[config.mk]
export PLATFORM = sky130hd
export DESIGN_NAME = conv_seq_ctrl
export DESIGN_NICKNAME = d
export VERILOG_FILES = /design/src/rtl/conv_seq_ctrl_pkg.sv /design/src/rtl/conv_seq_ctrl_seq_counter.sv /design/src/rtl/conv_seq_ctrl.sv
export SDC_FILE = /design/constraint.sdc
export NUM_CORES = 1
export LEC_CHECK = 0
export CAP_MARGIN = 20
export CORE_ASPECT_RATIO = 1.2
export CORE_UTILIZATION = 45
export CTS_BUF_LIST = sky130_fd_sc_hd__clkbuf_4 sky130_fd_sc_hd__clkbuf_8
export DETAILED_ROUTE_END_ITERATION = 16
export PLACE_DENSITY = 0.73
export SLEW_MARGIN = 25
export SYNTH_ARGS = -nofsm -noshare
export SYNTH_HDL_FRONTEND = slang
export SYNTH_HIERARCHICAL = 1
export SYNTH_SLANG_ARGS = --single-unit
[constraint.sdc]
create_clock -name clk -period 3.54 [get_ports clk]
set_clock_uncertainty 0.05 [all_clocks]
set_input_delay 0.708 -clock clk [delete_from_list [all_inputs] [get_ports clk]]
set_output_delay 0.708 -clock clk [all_outputs]
set_load 0.01 [all_outputs]
[src/rtl/conv_seq_ctrl_pkg.sv]
// Shared definitions for the convolution layer sequencer: state codes and widths.
package conv_seq_ctrl_pkg;

  localparam int unsigned FM_AW_DEF  = 13;
  localparam int unsigned WM_WAW_DEF = 10;
  localparam int unsigned WM_RAW_DEF = 8;
  localparam int unsigned BM_AW_DEF  = 9;
  localparam int unsigned SCALE_W    = 4;
  localparam int unsigned ROW_W      = 9;
  localparam int unsigned GRP_W      = 8;
  localparam int unsigned STATE_W    = 3;

  typedef enum logic [STATE_W-1:0] {
    ST_IDLE   = 3'd0,
    ST_LOAD_W = 3'd1,
    ST_LOAD_B = 3'd2,
    ST_CONV   = 3'd3,
    ST_DRAIN  = 3'd4,
    ST_DONE   = 3'd5
  } state_e;

endpackage

[src/rtl/conv_seq_ctrl_seq_counter.sv]
// Generic sequencing counter with clear, load, increment and terminal-count compare.
//   clk, rst      : clock, async active-high reset
//   i_clr         : synchronous clear (highest priority)
//   i_load        : load i_load_val
//   i_inc         : increment by one, wraps mod 2^W
//   i_term        : terminal value for o_tc_c
//   o_count       : registered count
//   o_tc_c        : combinational flag, count == i_term
module conv_seq_ctrl_seq_counter #(
  parameter int unsigned W = 8
) (
  input  logic         clk,
  input  logic         rst,
  input  logic         i_clr,
  input  logic         i_load,
  input  logic [W-1:0] i_load_val,
  input  logic         i_inc,
  input  logic [W-1:0] i_term,
  output logic [W-1:0] o_count,
  output logic         o_tc_c
);

  always_ff @(posedge clk or posedge rst) begin
    if (rst) begin
      o_count <= '0;
    end else if (i_clr) begin
      o_count <= '0;
    end else if (i_load) begin
      o_count <= i_load_val;
    end else if (i_inc) begin
      o_count <= o_count + W'(1);
    end
  end

  assign o_tc_c = (o_count == i_term);

endmodule

[src/rtl/conv_seq_ctrl.sv]
// Layer sequencer driving the control inputs of the convolution datapath.
// Per layer: optional weight load, then per output-channel group a one-cycle
// bias issue, an input stream through the conv engine and result collection.
//   clk, rst                 : clock, async active-high reset
//   i_start, i_cfg_*         : layer start pulse and layer configuration
//   i_wt_valid               : incoming weight word
//   i_conv_valid_out         : datapath result valid
//   i_state_rst              : datapath abort request
//   o_conv_valid_in, o_fm_*  : input stream / result write control
//   o_wm_*, o_bm_*, o_bias_* : weight and bias memory control
//   o_adder_rst, o_buff_len_*: accumulator / line-buffer control
//   o_current_state, o_busy, o_done, o_ovf : status
module conv_seq_ctrl
  import conv_seq_ctrl_pkg::*;
#(
  parameter int unsigned FM_AW  = FM_AW_DEF,
  parameter int unsigned WM_WAW = WM_WAW_DEF,
  parameter int unsigned WM_RAW = WM_RAW_DEF,
  parameter int unsigned BM_AW  = BM_AW_DEF
) (
  input  logic               clk,
  input  logic               rst,
  input  logic               i_start,
  input  logic               i_cfg_pw_mode,
  input  logic [SCALE_W-1:0] i_cfg_scale,
  input  logic [ROW_W-1:0]   i_cfg_row_len,
  input  logic [WM_WAW-1:0]  i_cfg_w_words,
  input  logic [GRP_W-1:0]   i_cfg_groups,
  input  logic [FM_AW-1:0]   i_cfg_in_pix,
  input  logic [FM_AW-1:0]   i_cfg_out_pix,
  input  logic               i_cfg_ddr_wb,
  input  logic               i_wt_valid,
  input  logic               i_conv_valid_out,
  input  logic               i_state_rst,
  output logic               o_conv_valid_in,
  output logic               o_adder_rst,
  output logic [SCALE_W-1:0] o_conv_scale,
  output logic [ROW_W-1:0]   o_buff_len_ctrl,
  output logic               o_buff_len_rst,
  output logic               o_pw_mode,
  output logic [FM_AW-1:0]   o_fm_wr_addr,
  output logic [FM_AW-1:0]   o_fm_rd_addr,
  output logic               o_fm_ddr_wr,
  output logic [WM_WAW-1:0]  o_wm_addr_wr,
  output logic [WM_RAW-1:0]  o_wm_addr_rd,
  output logic               o_wm_cvt_rstn,
  output logic [BM_AW-1:0]   o_bm_addr_rd,
  output logic               o_bias_out_valid,
  output logic [STATE_W-1:0] o_current_state,
  output logic               o_busy,
  output logic               o_done,
  output logic               o_ovf
);

  state_e              r_state, w_next;
  logic                r_ddr_wb;
  logic [WM_WAW-1:0]   r_w_words;
  logic [GRP_W-1:0]    r_groups_m1;
  logic [FM_AW-1:0]    r_in_pix, r_out_pix;

  logic                w_start_acc, w_grp_adv, w_wm_inc, w_rd_inc, w_rd_clr, w_out_clr;
  logic                w_accept, w_ovf_evt, w_in_conv, w_out_full;
  logic                w_wm_tc, w_grp_tc, w_rd_tc, w_out_tc;
  logic [GRP_W-1:0]    w_grp;
  logic [FM_AW-1:0]    w_out_cnt;

  // Weight write address, group index, input read address and result count.
  conv_seq_ctrl_seq_counter #(.W(WM_WAW)) u_wm_cnt (
    .clk(clk), .rst(rst), .i_clr(w_start_acc), .i_load(1'b0), .i_load_val('0),
    .i_inc(w_wm_inc), .i_term(r_w_words - WM_WAW'(1)),
    .o_count(o_wm_addr_wr), .o_tc_c(w_wm_tc));

  conv_seq_ctrl_seq_counter #(.W(GRP_W)) u_grp_cnt (
    .clk(clk), .rst(rst), .i_clr(w_start_acc), .i_load(1'b0), .i_load_val('0),
    .i_inc(w_grp_adv), .i_term(r_groups_m1),
    .o_count(w_grp), .o_tc_c(w_grp_tc));

  conv_seq_ctrl_seq_counter #(.W(FM_AW)) u_rd_cnt (
    .clk(clk), .rst(rst), .i_clr(w_rd_clr), .i_load(1'b0), .i_load_val('0),
    .i_inc(w_rd_inc), .i_term(r_in_pix - FM_AW'(1)),
    .o_count(o_fm_rd_addr), .o_tc_c(w_rd_tc));

  conv_seq_ctrl_seq_counter #(.W(FM_AW)) u_out_cnt (
    .clk(clk), .rst(rst), .i_clr(w_out_clr), .i_load(1'b0), .i_load_val('0),
    .i_inc(w_accept), .i_term(r_out_pix - FM_AW'(1)),
    .o_count(w_out_cnt), .o_tc_c(w_out_tc));

  assign w_out_full = (w_out_cnt == r_out_pix);
  assign w_in_conv  = (r_state == ST_CONV) || (r_state == ST_DRAIN);

  // Next-state and counter control.
  always_comb begin
    w_next      = r_state;
    w_start_acc = 1'b0;
    w_grp_adv   = 1'b0;
    w_wm_inc    = 1'b0;
    w_rd_inc    = 1'b0;
    w_rd_clr    = 1'b0;
    w_out_clr   = 1'b0;
    w_accept    = 1'b0;
    w_ovf_evt   = 1'b0;

    // Results are only taken in CONV/DRAIN with room left; anything else is overflow.
    if (i_conv_valid_out) begin
      if (w_in_conv && !w_out_full) w_accept  = 1'b1;
      else                          w_ovf_evt = 1'b1;
    end

    case (r_state)
      ST_IDLE: begin
        if (i_start) begin
          w_start_acc = 1'b1;
          w_rd_clr    = 1'b1;
          w_out_clr   = 1'b1;
          w_next      = (i_cfg_w_words == '0) ? ST_LOAD_B : ST_LOAD_W;
        end
      end
      ST_LOAD_W: begin
        if (i_wt_valid) begin
          w_wm_inc = 1'b1;
          if (w_wm_tc) w_next = ST_LOAD_B;
        end
      end
      ST_LOAD_B: begin
        w_rd_clr  = 1'b1;
        w_out_clr = 1'b1;
        w_next    = ST_CONV;
      end
      ST_CONV: begin
        // Read address holds on the last issued read.
        if ((r_in_pix == '0) || w_rd_tc) w_next = ST_DRAIN;
        else                             w_rd_inc = 1'b1;
      end
      ST_DRAIN: begin
        if (w_out_full || (w_accept && w_out_tc)) begin
          if (w_grp_tc) begin
            w_next = ST_DONE;
          end else begin
            w_grp_adv = 1'b1;
            w_next    = ST_LOAD_B;
          end
        end
      end
      ST_DONE:  w_next = ST_IDLE;
      default:  w_next = ST_IDLE;
    endcase

    // Abort: back to IDLE with every counter frozen.
    if (i_state_rst) begin
      w_next      = ST_IDLE;
      w_start_acc = 1'b0;
      w_grp_adv   = 1'b0;
      w_wm_inc    = 1'b0;
      w_rd_inc    = 1'b0;
      w_rd_clr    = 1'b0;
      w_out_clr   = 1'b0;
      w_accept    = 1'b0;
    end
  end

  // State, latched configuration and registered outputs decoded from next state.
  always_ff @(posedge clk or posedge rst) begin
    if (rst) begin
      r_state          <= ST_IDLE;
      r_ddr_wb         <= 1'b0;
      r_w_words        <= '0;
      r_groups_m1      <= '0;
      r_in_pix         <= '0;
      r_out_pix        <= '0;
      o_conv_scale     <= '0;
      o_buff_len_ctrl  <= '0;
      o_pw_mode        <= 1'b0;
      o_conv_valid_in  <= 1'b0;
      o_adder_rst      <= 1'b0;
      o_buff_len_rst   <= 1'b0;
      o_bias_out_valid <= 1'b0;
      o_fm_ddr_wr      <= 1'b0;
      o_wm_cvt_rstn    <= 1'b0;
      o_busy           <= 1'b0;
      o_done           <= 1'b0;
      o_ovf            <= 1'b0;
      o_fm_wr_addr     <= '0;
    end else begin
      r_state <= w_next;
      if (w_start_acc) begin
        r_ddr_wb        <= i_cfg_ddr_wb;
        r_w_words       <= i_cfg_w_words;
        r_groups_m1     <= (i_cfg_groups == '0) ? '0 : i_cfg_groups - GRP_W'(1);
        r_in_pix        <= i_cfg_in_pix;
        r_out_pix       <= i_cfg_out_pix;
        o_conv_scale    <= i_cfg_scale;
        o_buff_len_ctrl <= i_cfg_row_len;
        o_pw_mode       <= i_cfg_pw_mode;
      end
      o_conv_valid_in  <= (w_next == ST_CONV) && (r_in_pix != '0);
      o_adder_rst      <= w_start_acc || (w_next == ST_LOAD_B);
      o_buff_len_rst   <= w_start_acc || w_grp_adv;
      o_bias_out_valid <= (w_next == ST_LOAD_B);
      o_fm_ddr_wr      <= r_ddr_wb && ((w_next == ST_CONV) || (w_next == ST_DRAIN));
      o_wm_cvt_rstn    <= (w_next != ST_IDLE);
      o_busy           <= (w_next != ST_IDLE);
      o_done           <= (w_next == ST_DONE);
      if (w_start_acc)    o_ovf <= 1'b0;
      else if (w_ovf_evt) o_ovf <= 1'b1;
      // Result address runs across groups; only a new layer rewinds it.
      if (w_start_acc)   o_fm_wr_addr <= '0;
      else if (w_accept) o_fm_wr_addr <= o_fm_wr_addr + FM_AW'(1);
    end
  end

  assign o_current_state = STATE_W'(r_state);
  assign o_wm_addr_rd    = WM_RAW'(w_grp);
  assign o_bm_addr_rd    = BM_AW'(w_grp);

endmodule

==> flow_summary.json, run 1 <==
{
  "cap_viol_max_count": 0,
  "synth_top_area_cell": "dfrtp_1",
  "worst_slew_pin_slew_ns": 0.776,
  "hp-class": "register to register",
  "start_util_pct": 45.9,
  "synth_seq_cells": 127,
  "worstPathArrival_ns": 3.87,
  "drt_iter0_drc": 355,
  "htreeDepth": 4,
  "finalSetupTns_ns": -0.0977,
  "grt_use_total_pct": 23.7,
  "grt_pass1_wl_um": 32900,
  "hold_path_depth": 2,
  "cts_root_buf": "clkbuf_8",
  "rows": 52,
  "via_per_inst": 5.15,
  "drive_above_1_share_pct": 12.8,
  "min_period_over_period_pct": 101,
  "routabilityCongestion": 0.872,
  "maxSlewViolCount": 0,
  "leakage_uw": 0.00458,
  "wl_per_cell_um": 15.2,
  "io_pins": 144,
  "power_uw": 4400,
  "drc_errors": 0,
  "intPower_uw": 2990,
  "seq_area_frac_synth_pct": 41.2,
  "hpwl_um": 14300,
  "ys_top_cells_by_count": "nand2_1 (195), dfrtp_1 (127), xnor2_1 (77)",
  "worst_setup_path_start_kind": "register",
  "comb_power_share_pct": 27.0,
  "finalNonFillerCells": 1330,
  "synth_ff_type": "dfrtp_1",
  "synth_edf_count": 0,
  "max-vdd-ir-drop_mv": 0.230,
  "seqPwrFrac_pct": 42.8,
  "rsz0062_at_grt": "yes",
  "fp.dieW_um": 121,
  "reg2reg_depth": 17,
  "criticalPathCategory": "register to register",
  "status": "finished, violations left",
  "clkPwrFrac_pct": 30.2,
  "final_nets": 1176,
  "hold_viol_final": 0,
  "wirelength_um": 20200,
  "ant_nets": 0,
  "cp_max_fo": 7,
  "syn_area_per_cell_sq_um": 8.81,
  "grt_max_degree": 75,
  "ys_warn_count": 6,
  "placed_cells": 1286,
  "area_delta_synth_final_pct": 35.0,
  "grt_overflow_total": 0,
  "dr.pass1.iters": 7,
  "ys_types": 60,
  "first_global_vias": 6642,
  "die-area_sq_um": 17700,
  "num_vias": 6855,
  "antenna_found_initial": 0,
  "synth_area_leaders": "dfrtp_1 (41%), nand2_1 (9.5%), xnor2_1 (8.8%)",
  "yosysMostFrequentCell": "nand2_1",
  "setup.worst_path.end_class": "register",
  "ys_async_sr_fraction_pct": 100,
  "portBuffers": 142,
  "core_sq_um": 16800,
  "clk_pin_slew_ns": 0.08,
  "p_sw_uw": 1410,
  "fp.dieH_um": 145,
  "fmax_mhz": 280,
  "cts.path.max_buffers": 2,
  "violations": "setup timing",
  "fillers": 1465,
  "num_antenna_cells": 0,
  "insertion_delay_ns": 0.44,
  "p_per_area_nw_per_um2": 423,
  "slew_headroom_pct": 48.3,
  "syn_area_sq_um": 7700,
  "setup_ws_ns": -0.0352,
  "required_ns": 3.83,
  "numClockSinks": 127,
  "synthCells": 875,
  "cts_buffers": 17,
  "layout_min_cycle_time_ns": 3.58,
  "setup_viol": 4,
  "cts_hold_buf": 0,
  "cts_tree": "yes",
  "synth_top_cell_area_share_pct": 41.2,
  "swShare_pct": 32.1
}
==> final cells by class <==
class | instances | area, sq um | share of cell area [%]
inverters | 37 | 140 | 1.35
repair buffers | 186 | 1780 | 17.1
clock inverters | 8 | 103 | 0.986
flip-flops and latches | 127 | 3180 | 30.6
well taps | 216 | 270 | 2.60
clock buffers | 24 | 324 | 3.12
multi-input cells | 732 | 4610 | 44.3
==> final timing paths <==
kind                                             start                               end  slack (ns)
setup / recovery               r_in_pix[2]$_DFFE_PP0P_  u_rd_cnt/o_count[10]$_DFFE_PP0P_       -0.04
hold / removal             o_conv_scale[0]$_DFFE_PP0P_       o_conv_scale[0]$_DFFE_PP0P_        0.42
setup reg to reg               r_in_pix[2]$_DFFE_PP0P_  u_rd_cnt/o_count[10]$_DFFE_PP0P_       -0.04
hold reg to reg            o_conv_scale[0]$_DFFE_PP0P_       o_conv_scale[0]$_DFFE_PP0P_        0.42
max in group asynchronous                          rst                  o_done$_DFF_PP0_        2.06
min in group asynchronous                          rst  u_grp_cnt/o_count[0]$_DFFE_PP0P_        0.67
==> metal layers <==
| metal | vias to the layer above | share of wire [%] | global-route usage, % |
|---|---|---|---|
| met3 | 48 | 4.0 | 3.84 |
| met2 | 158 | 50 | 38.9 |
| li1 | 3370 | - | - |
| met5 | - | 0 | 0 |
| met1 | 3279 | 43 | 30.4 |
| met4 | 0 | 3.2 | 10.9 |
==> logic make-up (layout without fill, tap and decap cells) <==
logic type | Yosys count | count (layout) | synth area share [%]
AND/OR/NAND/NOR | 421 | 421 | 27.0
flip-flops | 127 | 127 | 41.2
XOR/XNOR | 117 | 117 | 13.4
AO/OA/AOI/OAI | 96 | 96 | 9.26
buffers and inverters | 83 | 255 | 4.81
multiplexers | 20 | 20 | 2.61
adder cells (fa/ha/maj) | 10 | 10 | 1.62
other | 1 | 68 | 0.0487
==> repair_timing <==
action	in CTS	in global routing
buffers inserted	5	7
gates resized for setup	3	29
endpoints found under the setup margin	7	21
pin swaps	4	32
==> stage by stage <==
stage	setup slack, ns	hold WS (ns)	utilization [%]	instance area [sq um]
after floorplan	0.0557	0.416	-	7970
after global placement	0.0452	0.407	57.8	9710
after detailed placement	-0.0744	0.411	57.8	9710
after CTS	-0.0218	0.431	60.7	10200
after global routing	-0.188	0.457	62.0	10400
final	-0.0352	0.423	62.0	10400
==> state kept, by name, summed over array words and instances, names as in the netlist, 4 cells and up <==
signal	count
u_wm_cnt/o_count	10
r_in_pix	13
r_w_words	10
u_out_cnt/o_count	13
o_buff_len_ctrl	9
o_conv_scale	4
o_fm_wr_addr	13
u_rd_cnt/o_count	13
u_grp_cnt/o_count	8
r_groups_m1	8
r_out_pix	13
==> power groups by stage <==
| stage | combinational, uW | sequential, uW | clock [uW] |
|---|---|---|---|
| 2_1_floorplan | 717 | 1880 | 0 |
| 3_3_place_gp | 1130 | 1900 | 0 |
| 3_5_place_dp | 1150 | 1900 | 0 |
| 4_1_cts | 1160 | 1880 | 1370 |
| 5_1_grt | 1310 | 1920 | 1410 |
| 6_report | 1190 | 1890 | 1330 |
==> worst max-delay path, cell delays in order (launching register included) <==
cell and delay, ns:
dfrtp_1 0.38, or4_4 0.54, nor2_2 0.10, nand2_1 0.07
or4_4 0.43, xnor2_2 0.15, xnor2_1 0.12, nand4_1 0.11
nor4_2 0.06, inv_1 0.10, o41ai_4 0.11, nor4_4 0.28
buf_4 0.19, nand4_4 0.17, buf_4 0.19, nor3_2 0.11
xnor2_1 0.08, a211oi_1 0.23
==> layout by cell type, fill, tap and decap left out, types with 3 or more instances in the layout <==
cell and instances:
nor4_2 8, a311oi_2 4, nand4_2 3, or4_4 3
clkinv_2 3, nor3_2 5, o21ai_0 29, or3_4 3
clkdlybuf4s50_1 142, xor2_1 39, nand2_1 194, inv_1 35
buf_4 41, dfrtp_1 127, and3_1 6, nand3b_1 3
nor2b_1 4, conb_1 68, nand4_1 27, mux2i_1 19
a211oi_2 9, a211oi_1 15, nand3_1 16, nor3_1 11
nor4_4 4, nor4_1 15, a21oi_1 13, nor2_1 71
clkbuf_8 23, nand2b_1 9, or4_1 6, xnor2_1 75
a311oi_1 7, xnor2_2 3, ha_1 9, or3_1 11
nand4_4 4, and2_1 5
Power figures use the tool's default switching activity.
==> run 2, diff against run 1 <==
--- a/config.mk
+++ b/config.mk
@@ -7,10 +7,10 @@
 export LEC_CHECK = 0
 export CAP_MARGIN = 20
 export CORE_ASPECT_RATIO = 1.2
-export CORE_UTILIZATION = 45
+export CORE_UTILIZATION = 40
 export CTS_BUF_LIST = sky130_fd_sc_hd__clkbuf_4 sky130_fd_sc_hd__clkbuf_8
 export DETAILED_ROUTE_END_ITERATION = 16
-export PLACE_DENSITY = 0.73
+export PLACE_DENSITY = 0.66
 export SLEW_MARGIN = 25
 export SYNTH_ARGS = -nofsm -noshare
 export SYNTH_HDL_FRONTEND = slang
==> constraint.sdc (replaced) <==
create_clock -name clk -period 3.54 [get_ports clk]
set_clock_uncertainty 0.05 [all_clocks]
set_input_delay 0.354 -clock clk [delete_from_list [all_inputs] [get_ports clk]]
set_output_delay 0.354 -clock clk [all_outputs]
set_load 0.01 [all_outputs]
==> run 2 against run 1 <==
  * The run still ends with setup timing left
  * First-iteration DRC count shrank 14%
  * Highest routed layer unchanged
  * Sequential power hardly changed
  * Sequential share of layout area shrank 0.31 points
  * Worst hold slack got worse by 0.037 ns
  * Largest power group unchanged
  * Cell count up 2.9%
  * Critical path type unchanged
  * Wire length increased by 1.8%
  * Critical endpoint unchanged
==> flow_summary.json, run 2 (same netlist as run 1, synthesis figures left out) <==
{
  "status": "finished, violations left",
  "violations": "setup timing",
  "hpwl_um": 14700,
  "leakage_uw": 0.00462,
  "rows": 55,
  "drive_above_1_share_pct": 12.8,
  "die-area_sq_um": 19800,
  "reg2reg_slack_ns": -0.04,
  "cp_max_fo": 7,
  "cap_viol_max_count": 0,
  "max-vdd-ir-drop_mv": 0.219,
  "grt_pass1_wl_um": 32600,
  "num_vias": 6767,
  "setup_ws_ns": -0.0354,
  "hp-class": "input port to register",
  "min_period_over_period_pct": 101,
  "final_util_pct": 55.7,
  "reg2reg_from": "r_in_pix[2]$_DFFE_PP0P_",
  "crit_start": "r_in_pix[2]$_DFFE_PP0P_",
  "wl_per_cell_um": 15.0,
  "dr.pass1.iters": 5,
  "grt_use_total_pct": 21.1,
  "hold_viol_final": 0,
  "grt_overflow_total": 0,
  "core_sq_um": 18900,
  "routabilityCongestion": 0.870,
  "hp-start": "i_cfg_row_len[1]",
  "fp.dieW_um": 129,
  "io_pins": 144,
  "setup.worst_path.end_class": "register",
  "numClockSinks": 127,
  "worst_setup_path_start_kind": "register",
  "final_cell_mix": "nand2_1 (192), clkdlybuf4s50_1 (142), dfrtp_1 (127), xnor2_1 (75), nor2_1 (70)",
  "p_per_area_nw_per_um2": 433,
  "num_antenna_cells": 0,
  "cts.path.max_buffers": 2,
  "drt_iter0_drc": 307,
  "setup_viol": 2,
  "cts_tree": "yes",
  "via_per_inst": 4.94,
  "drc_errors": 0,
  "final_nets": 1175,
  "criticalPathCategory": "register to register",
  "final_common_cell": "nand2_1",
  "wirelength_um": 20600,
  "clk_pin_slew_ns": 0.08,
  "finalSetupTns_ns": -0.0577,
  "layout_min_cycle_time_ns": 3.58,
  "area_delta_synth_final_pct": 36.4,
  "htreeDepth": 4,
  "worstPathArrival_ns": 3.86,
  "antenna_found_initial": 0,
  "grt_max_degree": 75,
  "first_global_vias": 6413,
  "rsz0062_at_grt": "yes",
  "pre_cts_ws_ns": -0.0119,
  "cts_root_buf": "clkbuf_8",
  "ant_nets": 0,
  "start_util_pct": 40.9,
  "insertion_delay_ns": 0.44,
  "required_ns": 3.83,
  "fp.dieH_um": 154,
  "worst_slew_pin_slew_ns": 0.786,
  "cts_hold_buf": 0,
  "cts_buffers": 17,
  "portBuffers": 142,
  "slew_headroom_pct": 47.6,
  "fmax_mhz": 280,
  "maxSlewViolCount": 0
}
run 2: cell types whose count changed in the layout (fill, tap and decap cells not counted), moves of 2 or more:
cell       change
a211oi_2       -2
bufinv_16      +2
clkbuf_8       -2
nand2_1        -2
run 2: worst paths after layout:
kind | endpoint | depth (start not counted)
worst max-delay path | u_rd_cnt/o_count[10]$_DFFE_PP0P_ | 17
worst min-delay path | o_buff_len_ctrl[1]$_DFFE_PP0P_ | 3
worst max register to register | u_rd_cnt/o_count[10]$_DFFE_PP0P_ | 17
worst min register to register | o_buff_len_ctrl[6]$_DFFE_PP0P_ | 2
max in group asynchronous | r_in_pix[12]$_DFFE_PP0P_ | 3
min in group asynchronous | u_grp_cnt/o_count[7]$_DFFE_PP0P_ | 2
run 2: critical path, stage by stage, from the launching register on:
cell	delay, ns
dfrtp_1	0.39
or4_4	0.57
nor2_4	0.12
nand2_2	0.06
or4_4	0.43
xnor2_2	0.15
xnor2_1	0.14
nand4_1	0.12
nor4_2	0.06
inv_1	0.09
o41ai_4	0.09
nor4_4	0.27
buf_4	0.18
nand4_4	0.17
buf_4	0.19
nor3_2	0.12
xnor2_1	0.08
a211oi_1	0.21
run 2: timing repair:
item | in CTS | in global routing
setup buffers | 0 | 9
endpoints found under the setup margin | 4 | 24
pin swaps | 0 | 39
resized for setup | 2 | 36
endpoints found under the hold margin | 0 | 0
run 2: cell type report:
cell class	count	area [sq um]
flip-flops and latches	127	3180
clock buffers	23	304
fillers	1702	8350
repair buffers	185	1760
inverters	37	140
clock inverters	9	155
multi-input cells	732	4650
well taps	256	320
run 2: where the power goes:
part	internal, uW	leakage [uW]	switching, uW
Combinational	626	0.00280	593
Sequential	1630	0.00159	261
Clock	859	0.000233	578
run 2: per-layer routing:
layer	vias up	wire length (um)	GRT usage [%]
met2	149	10300	35.4
met5	-	0	0
met3	26	739	3.62
met4	0	378	7.51
met1	3229	9150	27.0
li1	3363	-	-
run 2: through the flow:
stage	power, uW	cell area (sq um)	cells	hold WS, ns
2_1_floorplan	2590	7970	942	0.120
3_3_place_gp	3040	9760	1328	0.407
3_5_place_dp	3060	9760	1328	0.411
4_1_cts	4520	10200	1360	0.364
5_1_grt	4780	10500	1369	0.376
6_report	4550	10500	1369	0.386
==> patch 1, RTL diff (settings of run 1) <==
Set the package constant `WM_RAW_DEF` to 7 (it was 8).
--- a/src/rtl/conv_seq_ctrl_pkg.sv
+++ b/src/rtl/conv_seq_ctrl_pkg.sv
@@ -3,7 +3,7 @@
 
   localparam int unsigned FM_AW_DEF  = 13;
   localparam int unsigned WM_WAW_DEF = 10;
-  localparam int unsigned WM_RAW_DEF = 8;
+  localparam int unsigned WM_RAW_DEF = 7;
   localparam int unsigned BM_AW_DEF  = 9;
   localparam int unsigned SCALE_W    = 4;
   localparam int unsigned ROW_W      = 9;
Ports: changed (resized o_wm_addr_rd); port bits go from 144 to 143. The function was not compared with the original's and may differ.
==> patch 1 against run 1 <==
The run still ends with setup timing left. Routed wire length is 0.31% lower. Count of clock-buffer cells in the layout is 6 lower. Highest routed layer unchanged. Sequential power hardly changed. Sequential cell count stayed put. Total power is 2.7% higher. Worst setup slack better by 0.032 ns. Cell area is 0.34% higher. Area after synthesis hardly changed.
==> patch 1: results (changes against run 1) <==
Min path
  • Origin of the worst min-delay path: o_buff_len_ctrl[8]$_DFFE_PP0P_
  • Hold path endpoint: o_buff_len_ctrl[8]$_DFFE_PP0P_

Status
  • Run status: complete, but fails checks
  • Failing checks: setup timing

Place
  • GPL Wtd Cong: 0.841 (-3.5%)
  • Post-DP Area: 9720 um2 (+0.13%)
  • Placed Cells incl. Taps: 1288 (+0.16%)
  • DPL Wire Length: 14600 um (+1.8%)

Final layout
  • Non-clock buffer count: 184 (-1.1%)
  • Net total in the final layout: 1174 (-0.17%)
  • Number of clock buffers in the layout: 18 (-25%)
  • Multi-input gate share of total cell area: 0.443 (about the same)
  • Share of final-layout standard cells stronger than drive strength 1: 0.127 (-0.00157)
  • Final cell area excluding filler cells: 10400 um2 (+0.34%)
  • Area fraction of clock buffers and clock inverters: 0.0429 (+0.00190)
  • Layout area overhead: 35.6%

Power and ir drop
  • Leak: 4.62 nW (+0.89%)
  • Net switching power: 1.49 mW (+5.2%)

Global routing
  • GR Util met3: 0.0460 (+0.00759)
  • Global routing usage on met2: 0.392 (+0.00313)
  • Maximum number of pins on one net before global-route repair: 48 (-36%)
  • Vias in the first global route: 6599 (-0.65%)

Setup path
  • FF-to-FF End: u_rd_cnt/o_count[12]$_DFFE_PP0P_
  • Launching point of the worst reg2reg path: r_in_pix[3]$_DFFE_PP0P_

Logic synthesis
  • Synthesized area divided by synthesized cell count: 8.81 um2 (about the same)
  • Multiplexer area fraction after synthesis: 0.0262 (about the same)
  • Post-synthesis xor/xnor area fraction: 0.134 (about the same)
  • Synth Area in Compound Gates: 0.0927 (about the same)
  • Portion of the post-synthesis area used by sequential elements: 0.413 (about the same)

Timing
  • Fin worst setup slack: -0.00318 ns (+0.0320 ns)
  • Worst Hold Margin: 0.429 ns (+0.00514 ns)
  • Setup violation total in the final timing report: 1 (-3)
  • Post-route setup TNS: -0.00318 ns (+0.0945 ns)

Routing
  • Vias per cell: 5.14 (-0.20%)
  • Count of routing violations after the opening detailed-route iteration: 397 (+12%)
==> patch 1: changes by cell type in the layout (fill, tap and decap cells not counted), sizes merged <==
cell | run 1 | this run
clkinvlp | 2 | 1
clkinv | 5 | 6
buf | 44 | 43
clkbuf | 24 | 18
clkdlybuf4s50 | 142 | 141
inv | 36 | 40
bufinv | 2 | 4
==> patch 1: timing repair <==
action	4_1_cts	5_1_grt
buffers inserted	0	9
resized for setup	2	33
setup endpoints to repair	4	18
hold buffers	0	0
pin swaps	4	32
==> patch 1: worst register-to-register path: stages, from the launching register on <==
cell,delay [ns]
sky130_fd_sc_hd__dfrtp_1,0.38
sky130_fd_sc_hd__or4_4,0.55
sky130_fd_sc_hd__nor2_4,0.11
sky130_fd_sc_hd__nand2_2,0.06
sky130_fd_sc_hd__or4_4,0.43
sky130_fd_sc_hd__xnor2_2,0.15
sky130_fd_sc_hd__xnor2_1,0.13
sky130_fd_sc_hd__nand4_1,0.09
sky130_fd_sc_hd__nor4_1,0.06
sky130_fd_sc_hd__inv_1,0.09
sky130_fd_sc_hd__o41ai_4,0.10
sky130_fd_sc_hd__nor4_4,0.27
sky130_fd_sc_hd__buf_4,0.19
sky130_fd_sc_hd__nand4_4,0.18
sky130_fd_sc_hd__buf_12,0.19
sky130_fd_sc_hd__nor4_4,0.13
sky130_fd_sc_hd__xnor2_1,0.12
sky130_fd_sc_hd__a211oi_2,0.18
==> patch 1: power by group through the flow <==
stage	logic (mW)	clock network, mW	registers (mW)
finish	1.20	1.43	1.89
global route	1.33	1.52	1.91
CTS	1.16	1.46	1.88
detailed placement	1.15	0	1.90
global placement	1.13	0	1.90
floorplan	0.714	0	1.88
==> patch 1: layer usage <==
layer	wire [um]	up-vias
li1	-	3361
met1	8760	3307
met3	663	31
met2	10200	132
met4	460	0
met5	0	-
==> patch 2, RTL diff (settings of run 1) <==
Made on the original files. Put a register stage on the outputs `o_wm_addr_rd`, `o_bm_addr_rd` and `o_current_state`, without a reset. The values now appear one clock later. The other outputs are not delayed to match.
--- a/src/rtl/conv_seq_ctrl.sv
+++ b/src/rtl/conv_seq_ctrl.sv
@@ -208,9 +208,11 @@
     end
   end
 
-  assign o_current_state = STATE_W'(r_state);
-  assign o_wm_addr_rd    = WM_RAW'(w_grp);
-  assign o_bm_addr_rd    = BM_AW'(w_grp);
+  always_ff @(posedge clk) begin
+    o_wm_addr_rd    <= WM_RAW'(w_grp);
+    o_bm_addr_rd    <= BM_AW'(w_grp);
+    o_current_state <= STATE_W'(r_state);
+  end
 
 endmodule
 
Function: changed (Yosys sat finds a counterexample within 4 cycles, from zero or initial values and one cycle with rst high).
==> patch 2 against run 1 <==
The run still ends with setup timing left. Total power increased by 6.0%. Worst setup slack got worse by 0.053 ns. Sequential cell count up 11. Sequential power rose by 7%. Die area rose by 0.72%. Hold slack lost 0.031 ns. Routed wire length fell by 6.4%. Area after synthesis up 0.73%. Cell area increased by 2.0%. Critical path type unchanged.
==> patch 2: results (changes against run 1) <==
Global routing
  • Maximum number of pins on one net before global-route repair: 59 (-21%)
  • Initial antenna violation count: 1 (+1)
  • Global router's overall resource usage: 0.223 (-0.0135)

Timing
  • Setup violation total in the final timing report: 5 (+1)
  • Fin worst setup slack: -0.0882 ns (-0.0530 ns)

Routing
  • Metal1 wirelength: 7800 um (-11%)
  • Pre-Repair DR Iteration Count: 6 (-1)
  • Metal2 WL: 10100 um (+0.41%)
  • Vias per cell: 5.02 (-2.5%)
  • Met3 layer wire length in the routed design: 679 um (-15%)
  • Count of routing violations after the opening detailed-route iteration: 285 (-20%)

Final layout
  • Number of filler instances in the final layout: 1423 (-2.9%)
  • Multi-input gate share of total cell area: 0.424 (-0.0184)
  • Inverters: 40 (+8.1%)
  • Sequential standard cell area: 3400 um2 (+6.9%)
  • Number of antenna repair diodes: 1 (+1)

Power and ir drop
  • Max VDD drop: 0.000212 V (-7.9%)
  • Fraction of power spent switching nets: 0.312 (-0.00856)
  • Leak: 4.63 nW (+1.1%)

Status
  • Run status: complete, but fails checks
  • Failing checks: setup timing

Clock tree
  • Num Clock Sinks: 138 (+8.7%)

Min path
  • Hold path endpoint: o_bm_addr_rd[7]$_DFF_P_

Setup path
  • Worst setup endpoint: u_rd_cnt/o_count[9]$_DFFE_PP0P_

Logic synthesis
  • Adder-Cell Fraction of Synth Area: 0.0161 (-0.000118)
## patch 2: changes by cell type after synthesis, sizes merged, moves of 5 or more
cell,run 1,this run
dfxtp,0,11
nor2,72,79
xnor2,78,84
o21ai,29,35
nand4,34,26
nand2b,10,5
nor4,27,22
mux2i,19,11
nand2,195,184
## patch 2: through the flow
stage | total power, mW | std cells | setup TNS [ns] | hold slack, ns
global placement | 3.20 | 1293 | -0.276 | 0.387
detailed placement | 3.24 | 1293 | -0.720 | 0.393
global route | 4.93 | 1334 | -4.17 | 0.427
finish | 4.67 | 1334 | -0.175 | 0.393
floorplan | 2.74 | 934 | 0 | 0.292
CTS | 4.66 | 1332 | -0.0347 | 0.411
## patch 2: power by group through the flow
stage	registers (mW)	logic, mW	clock network [mW]
detailed placement	2.03	1.20	0
floorplan	2.03	0.715	0
finish	2.02	1.25	1.41
CTS	2.01	1.22	1.43
global route	2.05	1.38	1.51
global placement	2.03	1.18	0
